===== config.mk =====
export PLATFORM = sky130hd
export DESIGN_NAME = car_controller
export DESIGN_NICKNAME = d
export VERILOG_FILES = /design/src/rtl/car_controller.sv
export SDC_FILE = /design/constraint.sdc
export NUM_CORES = 1
export LEC_CHECK = 0
export ABC_AREA = 1
export CORE_MARGIN = 3
export CORE_UTILIZATION = 43
export CTS_CLUSTER_DIAMETER = 120
export DETAILED_ROUTE_END_ITERATION = 16
export PLACE_DENSITY = 0.72
export SLEW_MARGIN = 20
export SYNTH_ARGS = -nofsm -noshare
export SYNTH_HDL_FRONTEND = slang
export SYNTH_SLANG_ARGS = --single-unit

===== constraint.sdc =====
create_clock -name clk -period 1.6 [get_ports clk]
set_clock_uncertainty 0.05 [all_clocks]
set_input_delay 0.32 -clock clk [delete_from_list [all_inputs] [get_ports clk]]
set_output_delay 0.32 -clock clk [all_outputs]
set_load 0.02 [all_outputs]

===== src/rtl/car_controller.sv =====
// Four-floor elevator car controller: latches floor calls, sequences
// door and move intervals against an external kickable timer.
module car_controller #(
  parameter logic [1:0] RESET_FLOOR = 2'd0
) (
  input  logic       clk,
  input  logic       reset,
  input  logic [3:0] req,
  input  logic       T,
  output logic       KT,
  output logic [1:0] floor,
  output logic       motor_up,
  output logic       motor_down,
  output logic       door_open,
  output logic [3:0] pending
);

  typedef enum logic [2:0] {
    IDLE,
    DOOR_KICK,
    DOOR_WAIT,
    MOVE_KICK,
    MOVE_WAIT
  } state_t;

  state_t     state, state_nx;
  logic       dir, dir_nx;
  logic [1:0] floor_nx;
  logic [3:0] pend_nx;
  logic       above, below, fwd, rev;
  logic       kt_nx, up_nx, dn_nx, door_nx;

  always_comb begin
    above = 1'b0;
    below = 1'b0;
    for (int i = 0; i < 4; i++) begin
      if (pending[i] && i > int'(floor)) above = 1'b1;
      if (pending[i] && i < int'(floor)) below = 1'b1;
    end
    fwd = dir ? below : above;
    rev = dir ? above : below;
  end

  always_ff @(posedge clk) begin
    if (reset) begin
      state      <= IDLE;
      dir        <= 1'b0;
      floor      <= RESET_FLOOR;
      pending    <= 4'd0;
      KT         <= 1'b0;
      motor_up   <= 1'b0;
      motor_down <= 1'b0;
      door_open  <= 1'b0;
    end else begin
      state      <= state_nx;
      dir        <= dir_nx;
      floor      <= floor_nx;
      pending    <= pend_nx;
      KT         <= kt_nx;
      motor_up   <= up_nx;
      motor_down <= dn_nx;
      door_open  <= door_nx;
    end
  end

  // T is only meaningful in the WAIT states; KICK states may see stale T.
  always_comb begin
    state_nx = state;
    dir_nx   = dir;
    floor_nx = floor;
    unique case (state)
      IDLE: begin
        if (pending[floor]) begin
          state_nx = DOOR_KICK;
        end else if (fwd) begin
          state_nx = MOVE_KICK;
        end else if (rev) begin
          state_nx = MOVE_KICK;
          dir_nx   = ~dir;
        end
      end
      DOOR_KICK: state_nx = DOOR_WAIT;
      DOOR_WAIT: if (T) state_nx = IDLE;
      MOVE_KICK: state_nx = MOVE_WAIT;
      MOVE_WAIT: begin
        if (T) begin
          state_nx = IDLE;
          floor_nx = dir ? floor - 2'd1 : floor + 2'd1;
        end
      end
      default: state_nx = IDLE;
    endcase

    pend_nx = pending | req;
    if (state == DOOR_KICK || state == DOOR_WAIT || state_nx == DOOR_KICK)
      pend_nx[floor] = 1'b0;
  end

  // Outputs are decoded from the next state so they land in flops.
  always_comb begin
    kt_nx   = 1'b0;
    up_nx   = 1'b0;
    dn_nx   = 1'b0;
    door_nx = 1'b0;
    unique case (1'b1)
      state_nx == DOOR_KICK: begin
        kt_nx   = 1'b1;
        door_nx = 1'b1;
      end
      state_nx == DOOR_WAIT: door_nx = 1'b1;
      state_nx == MOVE_KICK: begin
        kt_nx = 1'b1;
        up_nx = ~dir_nx;
        dn_nx = dir_nx;
      end
      state_nx == MOVE_WAIT: begin
        up_nx = ~dir_nx;
        dn_nx = dir_nx;
      end
      default: ;
    endcase
  end

endmodule


==> results of run 1 <==
[cell usage after synthesis, drive strengths merged]
cell    instances
o22ai           1
inv            18
nand3           8
dfxtp          14
ha              6
o21ai          11
o21bai          1
nor2           17
nor3            1
nand2          20
xor2            1
a21oi           6
[final timing paths]
check	end	slack, ps
setup / recovery	pending[1]	-60
setup reg to reg	pending[1]	-60
hold / removal	motor_up	590
hold reg to reg	motor_up	590
[kinds of logic after synthesis]
group                    after synthesis  synth area share, %
buffers and inverters                 18                 8.80
AO/OA/AOI/OAI                         19                 15.3
flip-flops                            14                 36.5
XOR/XNOR                               1                 1.14
adder cells (fa/ha/maj)                6                 9.77
AND/OR/NAND/NOR                       46                 28.5
[cells in the final DEF, fill, tap and decap left out, drive strengths merged]
master	netlist	layout
a21oi	6	6
buf	0	14
clkbuf	0	4
clkdlybuf4s50	0	8
dfxtp	14	14
dlygate4sd2	0	6
dlymetal6s2s	0	2
ha	6	6
inv	18	18
nand2	20	20
nand3	8	8
nor2	17	17
nor3	1	1
o21ai	11	11
o21bai	1	1
o22ai	1	1
xor2	1	1
[routing by layer]
| metal | vias up | track usage, % | wire length, um |
|---|---|---|---|
| met2 | 25 | 24.2 | 1090 |
| li1 | 398 | - | - |
| met4 | 0 | 8.06 | 42 |
| met1 | 384 | 23.4 | 950 |
| met3 | 7 | 2.21 | 128 |
| met5 | - | 0 | 0 |
[power by group through the flow]
| stage | logic [uW] | clock network, uW | registers, uW |
|---|---|---|---|
| after floorplan | 331 | 0 | 500 |
| after global placement | 565 | 0 | 456 |
| after detailed placement | 574 | 0 | 457 |
| after CTS | 569 | 260 | 448 |
| after global routing | 684 | 281 | 462 |
| final | 641 | 264 | 455 |
[worst max-delay path: stages, from the launching register on]
cell and delay (ps):
sky130_fd_sc_hd__dfxtp_4 450, sky130_fd_sc_hd__inv_6 70, sky130_fd_sc_hd__ha_2 190, sky130_fd_sc_hd__nand2_2 100, sky130_fd_sc_hd__nand3_2 100, sky130_fd_sc_hd__nor2_4 120
sky130_fd_sc_hd__nor2_2 60, sky130_fd_sc_hd__nor2_2 150, sky130_fd_sc_hd__nand2_2 90, sky130_fd_sc_hd__nand2_4 100, sky130_fd_sc_hd__a21oi_2 60
[sequential cells by signal (all words and copies together), names as in the netlist]
register / count
motor_up: 1
state: 3
floor: 2
KT: 1
pending: 4
door_open: 1
motor_down: 1
dir: 1
[metrics by stage]
| step | total power, uW | TNS [ps] |
|---|---|---|
| after floorplan | 831 | 0 |
| after global placement | 1020 | -104 |
| after CTS | 1280 | 0 |
| final | 1360 | -191 |
| after global routing | 1430 | -798 |
| after detailed placement | 1030 | -169 |
[layout make-up]
type	count	area, sq um	area share [%]
clock buffers	4	36.3	2.97
inverters	18	77.6	6.34
multi-input cells	72	526	42.9
flip-flops and latches	14	288	23.5
well taps	24	30.0	2.45
repair buffers	30	267	21.8
[timing repair]
action / CTS / global route
cloned: 0 / 0
setup endpoints to repair: 11 / 12
gates resized for setup: 9 / 36
pin swaps: 1 / 14
setup buffers: 0 / 5
hold endpoints to repair: 0 / 0
==> run summary, run 1 <==
The number of distinct library cells after synthesis came out at 21. The run finished, with violations left. The number of max-capacitance violations reported is 0. In the final layout, the share of cells above drive strength 1 is ~45%. The worst setup slack before clock tree synthesis is -51.1 ps. In the final routed layout, each cell accounts on average for between 10 and 15 um. The design internal power came out at 808 uW. The transition time at the pin with the least slew margin came out at ~340 ps. The final antenna-violating net count came out at 0. In this run the static leakage power is 0.000607 uW.

Measured on the finished design, the core utilization comes to about three quarters. The number of top-level pins is 17. The number of global-route vias before repair came to around 620. The CTS buffer count is 3. The area share of the largest cell type after synthesis is between 30 and 40%.

The total power density per cell area is between 1000 and 1500 nW/um^2. The area enclosed by the die boundary came out at 2330 sq um. The gate count after technology mapping came out at about 100. After detailed placement, the total cell area comes to 1030 sq um.

The most critical setup path has its startpoint at floor[0]. The half-perimeter wire length of the detailed placement result came out at roughly 1300 um. The combinational power share is a little under half. The critical path is of the flop to flop type. Setup repair after global routing could not meet its margin everywhere. The filler cells instantiated in the layout total about 120. The average instance in the mapped netlist occupies 7.39 sq um. The synthesis-to-finish area growth came out at 59.3%. The final setup violation count is 4. The finished layout holds 162 standard cells, fillers aside. The first global-routing pass estimated between 2000 and 3000 um of wire. The clock network power share is about a fifth.

The number of cells on the worst hold path came out at 3. After detailed routing, the number of remaining DRC violations is 0. The worst setup path is launched from a flop. The floorplan has 14 rows. The number of antenna violations at the first check in global routing came to 0. The horizontal extent of the die came out at around 48 um. The switching power share of the total came out at 40.6%. Summed over all instances, the cell type with the most area after synthesis is sky130_fd_sc_hd__dfxtp_1.

The total congestion overflow after global routing came out at 0. After synthesis the netlist holds a flip-flop and latch count of 14. The least setup slack across all paths after layout came out at -56.7 ps. Routability-driven placement finished with a final weighted congestion of about 0.82. The sequential fraction of design power is 33.5%.

After clock tree synthesis, the clock-pin slew on the worst setup and hold paths is about 90 ps. The share of synthesized area occupied by flip-flops and latches came out at between 30% and 40%. The count of final max-slew check failures came out at 0. The number of antenna diodes in the final layout is 0.

The switching power total came out at between 500 and 600 uW. The kind of end point of the critical path is a flop. At the later pin of the worst-skew pair, clock insertion delay measures approximately 290 ps. The worst register-to-register path has a depth of 10. The count of H-tree levels built during CTS came out at 1. The via density per instance came out at 5.02. The first routing iteration left 36 violations. The cell area after synthesis is 768 sq um. The tree is rooted in a sky130_fd_sc_hd__clkbuf_4. The initial cell density of the core is approximately 48%. The peak supply drop came out at 0.674 mV. The final cell area excluding filler cells came out at 1220 sq um. Input and output buffers added on the ports amount to 16. The endpoint arrival time on the critical path came out at between 1500 and 2000 ps. In this run the tightest slew margin relative to its limit is ~77%. The maximum count of clock buffers along a single path is 2.

The instance count after placement with tap cells included came out at between 150 and 200. The number of nets handed over by synthesis was ~120. The number of nets in the layout is between 150 and 200. The startpoint identified for the worst register-to-register timing path is floor[0]. The number of detailed-route iterations in the first pass came out at 4. The overall routing resource usage is between 10% and 20%. Static timing analysis puts the maximum clock frequency at 604 MHz. The startpoint identified for the worst hold timing path is dir.

Along the worst path, the maximum fanout reaches 7. During synthesis, Yosys emitted a total of 0 warnings. The final critical-path share of the clock period came out at 104%. Yosys attributes the largest share of cell area to sky130_fd_sc_hd__dfxtp_1 (36%), sky130_fd_sc_hd__ha_1 (9.8%), sky130_fd_sc_hd__nand2_1 (7.8%). The via count of the routed design is ~800.

The final number of hold-violating endpoints came out at 0. The total area inside the core boundary comes to 1590 sq um. The final wirelength came out at around 2200 um.

The minimum clock period came out at around 1700 ps. The CTS tree is built. The die extent in y came out at about 48 um. For the worst setup path, the data required time is around 1700 ps. The checks that failed: negative setup slack. The path class of the tightest hold or removal check is flop to flop. The cts-stage hold buffer count is 0. The post-route worst hold slack is 589 ps. The number of sinks handled by clock tree synthesis is 14. The maximum number of pins on one net before global-route repair is 9.
(Power assumes the default switching activity.)
==> run 2, diff against run 1 <==
--- a/config.mk
+++ b/config.mk
@@ -10,6 +10,7 @@
 export CORE_UTILIZATION = 43
 export CTS_CLUSTER_DIAMETER = 120
 export DETAILED_ROUTE_END_ITERATION = 16
+export HOLD_SLACK_MARGIN = 0.05
 export PLACE_DENSITY = 0.72
 export SLEW_MARGIN = 20
 export SYNTH_ARGS = -nofsm -noshare
==> results of run 2 <==
Same layout as run 1: the final DEF is identical, and so are final timing and power.
